### src/rtl/mult_seq_8bits.sv
`default_nettype none
// ============================================================================
// Module   : mult_seq_8bits
// Purpose  : Sequential 8x8 shift-add multiplier, signed or unsigned.
//            Produces a 16-bit product over 8 iterations.
//            START/BUSY/DONE handshake for stalling the CPU pipeline.
// Ports    : CLK        - clock, rising edge
//            RESET      - asynchronous active-low reset
//            START      - multiply request, sampled only when idle
//            OPA, OPB   - multiplicand / multiplier, captured on accept
//            SIGNED_OP  - 1 = two's-complement operands, 0 = unsigned
//            BUSY       - high while iterating
//            DONE       - one-cycle pulse, product valid from this cycle
//            RESULT     - product [7:0] (drives ALU mux in3)
//            RESULT_HI  - product [15:8]
// Revision : 1.0 - initial release
// ============================================================================
module mult_seq_8bits #(
  parameter int WIDTH = 8
) (
  input  logic             CLK,
  input  logic             RESET,
  input  logic             START,
  input  logic [WIDTH-1:0] OPA,
  input  logic [WIDTH-1:0] OPB,
  input  logic             SIGNED_OP,
  output logic             BUSY,
  output logic             DONE,
  output logic [WIDTH-1:0] RESULT,
  output logic [WIDTH-1:0] RESULT_HI
);

  localparam int PW    = 2 * WIDTH;
  localparam int CNT_W = 4;

  typedef enum logic [0:0] {
    S_IDLE = 1'b0,
    S_BUSY = 1'b1
  } state_t;

  state_t           state_q, state_d;
  logic [PW-1:0]    acc_q, acc_d;
  logic [WIDTH-1:0] mcand_q, mcand_d;
  logic [WIDTH-1:0] mplier_q, mplier_d;
  logic [CNT_W-1:0] cnt_q, cnt_d;
  logic             neg_q, neg_d;
  logic             busy_q, busy_d;
  logic             done_q, done_d;
  logic [PW-1:0]    result_q, result_d;

  logic [WIDTH-1:0] opa_mag;
  logic [WIDTH-1:0] opb_mag;
  logic [PW-1:0]    partial;
  logic [PW-1:0]    acc_sum;

  // Magnitudes of the operands. Negating 0x80 yields 0x80, which is the
  // correct unsigned magnitude 128 for -128.
  always_comb begin
    opa_mag = OPA;
    opb_mag = OPB;
    if (SIGNED_OP && OPA[WIDTH-1]) opa_mag = ~OPA + 1'b1;
    if (SIGNED_OP && OPB[WIDTH-1]) opb_mag = ~OPB + 1'b1;
  end

  // Partial product for the current iteration: multiplicand weighted by the
  // iteration index, added only when the current multiplier bit is set.
  always_comb begin
    partial = '0;
    if (mplier_q[0]) partial = {{WIDTH{1'b0}}, mcand_q} << cnt_q;
    acc_sum = acc_q + partial;
  end

  always_comb begin
    state_d  = state_q;
    acc_d    = acc_q;
    mcand_d  = mcand_q;
    mplier_d = mplier_q;
    cnt_d    = cnt_q;
    neg_d    = neg_q;
    busy_d   = busy_q;
    done_d   = 1'b0;
    result_d = result_q;

    case (state_q)
      S_IDLE: begin
        if (START) begin
          mcand_d  = opa_mag;
          mplier_d = opb_mag;
          neg_d    = SIGNED_OP & (OPA[WIDTH-1] ^ OPB[WIDTH-1]);
          acc_d    = '0;
          cnt_d    = '0;
          busy_d   = 1'b1;
          state_d  = S_BUSY;
        end
      end

      S_BUSY: begin
        acc_d    = acc_sum;
        mplier_d = mplier_q >> 1;
        cnt_d    = cnt_q + 1'b1;
        if (cnt_q == CNT_W'(WIDTH - 1)) begin
          result_d = neg_q ? (~acc_sum + 1'b1) : acc_sum;
          done_d   = 1'b1;
          busy_d   = 1'b0;
          state_d  = S_IDLE;
        end
      end

      default: begin
        busy_d  = 1'b0;
        state_d = S_IDLE;
      end
    endcase
  end

  always_ff @(posedge CLK or negedge RESET) begin
    if (!RESET) begin
      state_q  <= S_IDLE;
      acc_q    <= '0;
      mcand_q  <= '0;
      mplier_q <= '0;
      cnt_q    <= '0;
      neg_q    <= 1'b0;
      busy_q   <= 1'b0;
      done_q   <= 1'b0;
      result_q <= '0;
    end else begin
      state_q  <= state_d;
      acc_q    <= acc_d;
      mcand_q  <= mcand_d;
      mplier_q <= mplier_d;
      cnt_q    <= cnt_d;
      neg_q    <= neg_d;
      busy_q   <= busy_d;
      done_q   <= done_d;
      result_q <= result_d;
    end
  end

  assign BUSY      = busy_q;
  assign DONE      = done_q;
  assign RESULT    = result_q[WIDTH-1:0];
  assign RESULT_HI = result_q[PW-1:WIDTH];

endmodule
`default_nettype wire

### config.mk
export PLATFORM = sky130hd
export DESIGN_NAME = mult_seq_8bits
export DESIGN_NICKNAME = d
export VERILOG_FILES = /design/src/rtl/mult_seq_8bits.sv
export SDC_FILE = /design/constraint.sdc
export NUM_CORES = 1
export LEC_CHECK = 0
export CAP_MARGIN = 15
export CELL_PAD_IN_SITES_DETAIL_PLACEMENT = 1
export CELL_PAD_IN_SITES_GLOBAL_PLACEMENT = 2
export CORE_ASPECT_RATIO = 0.5
export CORE_UTILIZATION = 38
export CTS_BUF_LIST = sky130_fd_sc_hd__clkbuf_8 sky130_fd_sc_hd__clkbuf_16
export DETAILED_ROUTE_END_ITERATION = 10
export PLACE_DENSITY_LB_ADDON = 0.1
export SYNTH_ARGS = -nofsm -noshare
export SYNTH_HDL_FRONTEND = slang
export SYNTH_SLANG_ARGS = --single-unit
export TNS_END_PERCENT = 30
### constraint.sdc
create_clock -name CLK -period 8.3 [get_ports CLK]
set_input_delay 1.245 -clock CLK [delete_from_list [all_inputs] [get_ports CLK]]
set_output_delay 1.245 -clock CLK [all_outputs]
set_load 0.01 [all_outputs]
* Yosys cells after proc, flatten, opt, wreduce, memory -nomap -nowiden
Index checks and enable logic that the tools add are counted.
** Cells by class
- Add/subtract/negate cells :: 5
- Equal/unequal tests :: 3
- Shift-type cells :: 1
- Multiplexer cells :: 18
- Bitwise operators :: 6
- Reductions and logical operators :: 5
** Operators with widths (number)
- 16-bit 2-to-1 mux :: 3
- 16-bit case mux with 2 select lines :: 1
- 8-bit 2-to-1 mux :: 3
- 16-bit by 1-bit adder with 16-bit output (second input constant) :: 1
- 16-bit adder :: 1
- 8-bit by 1-bit adder with 8-bit output (second input constant) :: 2
- 16-bit inverter :: 1
- 8-bit inverter :: 2
- 8-bit case mux with 2 select lines :: 1
- 8-bit by 4-bit << shifter with 16-bit output :: 1
- 4-bit case mux with 2 select lines :: 1
- 1-bit 2-to-1 mux :: 6
- 2-bit AND reduction :: 3
- 4-bit by 1-bit adder with 4-bit output (second input constant) :: 1
- 4-bit by 3-bit == test with 1-bit output (second input constant) :: 1
- 4-bit 2-to-1 mux :: 1
- 1-bit case mux with 2 select lines :: 2
- 1-bit logical AND :: 2
- 2-bit by 1-bit inequality test with 1-bit output (second input constant) :: 1
- 2-bit inequality test (second input constant) :: 1
- 1-bit bitwise AND :: 1
- 1-bit inverter :: 1
- 1-bit XOR :: 1
** Storage, ports and cells
- Bits in registers :: 56
- Logic and storage cells :: 47

* Longest topological paths before layout
- Word-level depth :: 6
- Mapped depth :: 18

* Worst setup path before layout
Ideal clock, no wire load.
- Path type :: register to register
- Start :: reg cnt_q[1]
- End :: reg result_q[11]
- Setup time :: 125 ps
- Data arrival time :: 3751 ps
- Required time :: 8175 ps
- Slack :: 4424 ps
- Stages on the path, launching flop included :: 17
- Buffers on the path :: 3
- Period minus slack after synthesis :: 3876 ps
- Cells stage by stage :: dfrtp_1 -> clkbuf_1 -> clkbuf_1 -> mux2_2 -> o21ai_0 -> mux2i_1 -> nor2b_1 -> ha_1 -> buf_6 -> and3_1 -> a221oi_4 -> nor3_2 -> a211oi_2 -> o2111ai_2 -> o21ai_2 -> xnor2_1 -> mux2_4
** On the way
- Longest elaborated chain between the ends :: 6
- Elaborated cells on any way between the ends :: 8
- Classes of those cells :: add/sub (2); eq/ne (1); shift (1); mux (2); bitwise (1); reduce/logical (1)
** Ends and longest elaborated chain
- start, declared :: line 45 : logic [CNT_W-1:0] cnt_q, cnt_d;
- start signal, assigned :: line 132 : cnt_q <= cnt_d;
- 8-bit by 4-bit << shifter with 16-bit output :: line 69 : if (mplier_q[0]) partial = {{WIDTH{1'b0}}, mcand_q} << cnt_q;
- 16-bit 2-to-1 mux :: line 69
- 16-bit adder :: line 70 : acc_sum = acc_q + partial;
- 16-bit inverter :: line 102 : result_d = neg_q ? (~acc_sum + 1'b1) : acc_sum;
- 16-bit by 1-bit adder with 16-bit output :: line 102
- 16-bit 2-to-1 mux :: line 102
- end signal, assigned :: line 136 : result_q <= result_d;
- end, declared :: line 49 : logic [PW-1:0] result_q, result_d;
Several ways; a longest one is shown, not always the timed one.
A chain may end at the register's enable or synchronous reset.

* Worst setup path after layout
Same ends and word-level chain as after synthesis.

==> results.md <==
- Outcome: complete, no violations
- Setup bufs post-CTS: 0
- Final Cycle Share: 50.56%
- Nets@finish: 538
- Synth unique cells: 64
- Placer congestion estimate: 0.8537
- Starting Density: 39.48%
- Largest net degree at the start of global routing: 57
- Post-synthesis async set-or-reset flop share: 100.0%
- Die Area: 11,160 um^2
- LEAKAGE: 2.028 nW
- Initial antenna violation count: 0
- Clk_lat worst skew: 0.30 ns
- Clk root buf: clkbuf_16
- Vias: 3,477
- Syn avg cell area: 8.500 um^2
- Per-cell routed wire length: 16.72 um
- Yosys top cell by area: dfrtp_1
- DPL Wire Length: 8054 um
- Drt total wl: 10,680 um
- Number of synthesized flops with an enable pin: 0
- Detail Route Antenna Nets: 0
- Worst setup EP type: flop
- First-pass GRT wire length: 17,810 um
- # DRC: 0
- Most used DFF post-synth: dfrtp_1
- Cell count after placement: 631
- Synth top area cells: dfrtp_1, nand2_1, o21ai_0
- Worst Clk Skew: 0.006525 ns
- Max IR drop VDD: 0.1120 mV
- Clk pin slew, worst setup/hold paths: 0.07 ns
- TNS Setup: 0 ns
- YS warnings: 0
- Max Buffers Root-to-Sink: 2
- Resized cells post-CTS: 0
- Max transition margin: 30.20%
- Worst-path maximum fanout: 15
- Crit path arrival time: 4.38 ns
- Fmax: 238.3 MHz
- Power Density: 367.9 nW/um^2
- FP Rows: 26
- Port-buffer cells: 37
- DR pass1 iterations: 4
- Synth top cells by count: nand2_1, dfrtp_1, o21ai_0
- Fin crit period: 4.196 ns
- Starting DRT DRC Count: 179
- Most frequent cell after synthesis: nand2_1
- Min-Delay Path Class: flop to flop
- Hold path depth: 2
- Share of layout cells above drive strength 1: 6.814%
- H-Tree Level Count: 2
- Slew Limit Fails: 0
- Hold WS: 0.4812 ns
- Final core occ: 45.37%
- RSZ-0062 raised after global routing: no
- Worst Setup Start Kind: flop
- Syn nets: 519
- Top cell type's share of synthesized area: 34.42%
- CTS tree: done
- CTS Sinks: 56
- Area grow syn2layout: 14.90%
- Cts hold-fix bufs: 0
- Vias/cell: 5.441
- Worst Tran Pin Value: 1.044 ns
- Post-Syn Instances: 479
- Core area: 10,310 um^2
- # IOs: 38
- Post-synthesis sequential area ratio: 34.42%
- Congestion Overflow GR: 0
- Post-Syn Area: 4071 um^2
- Total CTS buffers: 5
- Max-capacitance violation count: 0
- Number of global-route vias before repair: 3,386
- Filler cells: 1,247
- Register-to-Register Path Depth: 13
- Worst endpoint required time: 8.48 ns
- Chip Height: 75.19 um
- Non-Filler Instances: 639
- Diodes inserted: 0
- Register bit count reported by yosys: 56
- Hold Vio Cnt, Final: 0
- Gr usage total: 20.55%
- Crit Path Category: flop to flop
- Final setup viols: 0
- Die width: 148.4 um
cells in the final DEF (no fill, tap or decap), types with 6 or more instances in the layout:
| cell | instances |
|---|---|
| o31ai_1 | 6 |
| xnor2_1 | 15 |
| or3_1 | 6 |
| a22o_1 | 13 |
| nand3_1 | 19 |
| nand2_1 | 67 |
| xor2_1 | 13 |
| clkdlybuf4s50_1 | 36 |
| nor2_1 | 33 |
| mux2i_1 | 11 |
| mux2_2 | 6 |
| ha_1 | 19 |
| dfrtp_1 | 56 |
| a21oi_1 | 25 |
| nor3_1 | 6 |
| inv_1 | 17 |
| a31oi_1 | 6 |
| o21ai_0 | 49 |
final cells by class:
class	instances	area (um^2)	area share [%]
Multi-Input combinational cell	378	2486	53.14
Clock inverter	3	42.54	0.9093
Inverter	18	67.56	1.444
Timing Repair Buffer	39	380.4	8.131
Sequential cell	56	1401	29.95
Tap cell	140	175.2	3.744
Clock buffer	5	125.1	2.675
flip-flops by register name (all words and copies together) (netlist names):
signal    count
cnt_q         4
BUSY          1
DONE          1
mcand_q       8
neg_q         1
result_q     16
mplier_q      8
state_q       1
acc_q        16
where the power goes:
part / internal [mW] / total (mW) / switching, mW
combinational: 0.407 / 0.971 / 0.564
sequential: 0.385 / 0.506 / 0.121
clock: 0.142 / 0.244 / 0.102
total: 0.934 / 1.72 / 0.787
metrics by stage:
| step | worst slack (ns) | area, um^2 | power [mW] |
|---|---|---|---|
| after detailed placement | 4.081 | 4511 | 1.484 |
| after CTS | 4.065 | 4678 | 1.736 |
| after floorplan | 4.424 | 4071 | 1.197 |
| final | 4.104 | 4678 | 1.721 |
| after global placement | 4.175 | 4511 | 1.472 |
| after global routing | 3.707 | 4678 | 1.881 |
kinds of logic after synthesis:
| group | count (synthesis) | share of synthesized area, % |
|---|---|---|
| AO/OA/AOI/OAI | 141 | 23.02 |
| AND/OR/NAND/NOR | 167 | 19.15 |
| XOR/XNOR | 32 | 7.775 |
| multiplexers | 18 | 4.733 |
| buffers and inverters | 45 | 4.579 |
| adder cells (fa/ha/maj) | 20 | 6.331 |
| flip-flops | 56 | 34.42 |
final timing paths:
kind / start / endpoint / slack (ns)
worst min register to register: result_q[8] / result_q[8] / 0.48
max in group asynchronous: RESET / cnt_q[3] / 6.72
worst max register to register: cnt_q[1] / result_q[11] / 4.10
worst max-delay path: cnt_q[1] / result_q[11] / 4.10
min in group asynchronous: RESET / acc_q[3] / 1.08
worst min-delay path: result_q[8] / result_q[8] / 0.48
metal layers:
layer | wire (um) | GRT usage, %
met1 | 5673 | 29.33
met5 | 0 | 0
met2 | 4591 | 33.44
met4 | 92 | 3.093
met3 | 327 | 3.515
critical path, stage by stage, from the launching register on:
cell and delay [ns]:
dfrtp_1 0.67, mux2_2 0.40, o21ai_0 0.24, mux2i_1 0.15, nor2b_1 0.17, ha_1 0.42, and3_1 0.27, a221oi_4 0.47
nor3_2 0.10, a211oi_2 0.31, o2111ai_2 0.29, o21ai_2 0.19, xnor2_1 0.11, mux2_4 0.29
No activity file was read; power rests on OpenSTA's default activity.
==> variant: new RTL, same settings <==
Take the reset off `result_q` and load it in a clocked block of its own.
--- a/src/rtl/mult_seq_8bits.sv
+++ b/src/rtl/mult_seq_8bits.sv
@@ -124,5 +124,4 @@
       busy_q   <= 1'b0;
       done_q   <= 1'b0;
-      result_q <= '0;
     end else begin
       state_q  <= state_d;
@@ -134,6 +133,9 @@
       busy_q   <= busy_d;
       done_q   <= done_d;
-      result_q <= result_d;
     end
+  end
+
+  always_ff @(posedge CLK) begin
+    result_q <= result_d;
   end
 
Behaviour: not the same (Yosys sat finds a counterexample within 10 cycles, from zero or initial values and one cycle with RESET low; the reset may be asserted at any time).
==> variant against the original RTL <==
  * Global-route usage grew 0.68 points
  * Synthesized cell count is 11% lower
  * Clock power shrank 12%
  * Sequential cell count unchanged
  * Largest cell class unchanged
  * Total power shrank 5.6%
  * Sequential share of layout area grew 3.4 points
  * Die area down 5.2%
  * Design area is 5.0% lower
  * Synthesized area fell by 5.3%
  * Routed wire length shrank 3.9%
  * Critical path type unchanged
  * Worst setup slack lost 160 ps
==> variant: results (changes against the original RTL) <==
### Status
- outcome: finished clean

### Synthesis
- ys flop type: dfrtp_1
- synth unique cells: 59, -7.8%
- async set-or-reset flop fraction in the synthesized netlist: 0.714, -0.286
- cell types occupying the most area after synthesis: dfrtp_1 26%, edfxtp_1 12%, o21ai_0 6.5%
- ranking of synthesized cells by instance count: 56 x nand2_1, 50 x o21ai_0, 40 x dfrtp_1
- Mean Syn Cell Area: 9.01 sq um, +6.0%
- register area share after synthesis: 0.384, +0.0401
- total nets after synthesis: 468, -9.8%
- yosys warns: 0, unchanged
- Post-synth EDFFs: 16, +16

### Detailed routing
- detailed-router iteration count before antenna repair: 4, unchanged
- count of vias placed by the detailed router: 3167, -8.9%
- number of design rule violations left after detail routing: 0, unchanged
- routed wire length per instance: 17.5 um, +4.4%
- First DRT Iteration DRCs: 126, -30%

### CTS
- # resized after CTS: 0, unchanged
- clock-pin slew on the worst setup and hold paths: 80 ps
- maximum clock path buffer count: 2, unchanged
- number of buffers added by the clock tree synthesis step: 5, unchanged
- # Post-CTS Setup Buffers: 0, unchanged
- H-tree depth: 2, unchanged
- Clock Latency Late Sink: 300 ps, about the same

### Timing
- number of pins with negative max-slew slack in the final report: 0, unchanged
- tightest slew margin relative to the limit: 0.312, +0.0105
- Max Clock Skew: 9.07 ps, +2.54 ps

### GRT
- antenna violations before repair: 0, unchanged
- via count of the first global-routing pass: 3261, -3.7%
- first-pass GRT wire length: 17.2 mm, -3.5%
- pin count of the biggest net entering global routing: 41, -28%
- GR Util All Layers: 0.212, +0.00681

### Layout
- total of fill cells in the finished design: 1140, -8.6%
- count of nets after finishing: 492, -8.6%
- share of layout cells above drive strength 1: 0.0751, +0.00692
- biggest registers after layout: acc_q x16, result_q x16

### Critical path
- data arrival at the endpoint of the critical path: 4410 ps, +30 ps
- CP max-delay cell: dfrtp_1
- Critical Path Max Stage Delay: 690 ps, +20 ps
- endpoint class of the critical path: flip-flop
- peak fanout along the critical path: 15, unchanged

### Pwr
- maximum ir drop on the vdd rail: 0.101 mV, -10%
- Leak Pwr: 0.00182 uW, -10%

### Placement
- HPWL after detailed placement: 7.59 mm, -5.7%
- number of buffer cells added on primary ports: 37, unchanged
- routability congestion estimate: 0.872, +2.2%

### Worst hold path
- hold crit path type: reg2reg

==> variant: worst max-delay path, delay by kind of cell, from the launching register on <==
kind            cells  cell delay, ps
compound gates      4             830
xor+xnor            2             220
fa+ha+maj           1             400
flops               1             690
mux                 1             410
simple gates        6            1560
==> variant: final timing paths <==
check	start	endpoint	slack [ps]	depth (start not counted)
worst max-delay path	cnt_q[1]	result_q[15]	3940	14
worst min-delay path	acc_q[2]	acc_q[2]	500	2
worst max register to register	cnt_q[1]	result_q[15]	3940	14
worst min register to register	acc_q[2]	acc_q[2]	500	2
max in group asynchronous	RESET	acc_q[10]	6620	1
min in group asynchronous	RESET	acc_q[6]	1080	1
==> variant: cells by family after synthesis <==
| group | share of synthesized area |
|---|---|
| fa+ha+maj | 0.0669 |
| xor+xnor | 0.0795 |
| simple gates | 0.165 |
| mux | 0.0471 |
| compound gates | 0.218 |
| buf+inv | 0.0389 |
| flops | 0.384 |
==> variant: power breakdown <==
group,switching (uW),total [uW],internal [uW]
logic,499,879,380
clock network,103,215,112
registers,117,530,414
total,719,1620,905
==> variant: cell type report <==
type / instances / share of cell area
inverters: 14 / 0.0118
clock inverters: 3 / 0.00422
well taps: 135 / 0.0380
multi-input cells: 337 / 0.501
flip-flops and latches: 56 / 0.333
clock buffers: 5 / 0.0281
repair buffers: 38 / 0.0839
==> variant: stage by stage <==
step | utilization | power (uW) | cells | area [sq um] | setup slack [ps]
after detailed placement | 0.446 | 1410 | 580 | 4300 | 3980
after global routing | 0.461 | 1760 | 588 | 4450 | 3630
after CTS | 0.461 | 1630 | 588 | 4450 | 3960
after floorplan | - | 1160 | 428 | 3850 | 4150
final | 0.461 | 1620 | 588 | 4450 | 3940
after global placement | 0.446 | 1370 | 580 | 4300 | 4070
==> variant: routing by layer <==
| metal | GRT usage | routed length, um |
|---|---|---|
| met5 | 0 | 0 |
| met2 | 0.340 | 4530 |
| met3 | 0.0348 | 340 |
| met4 | 0.0515 | 146 |
| met1 | 0.299 | 5250 |
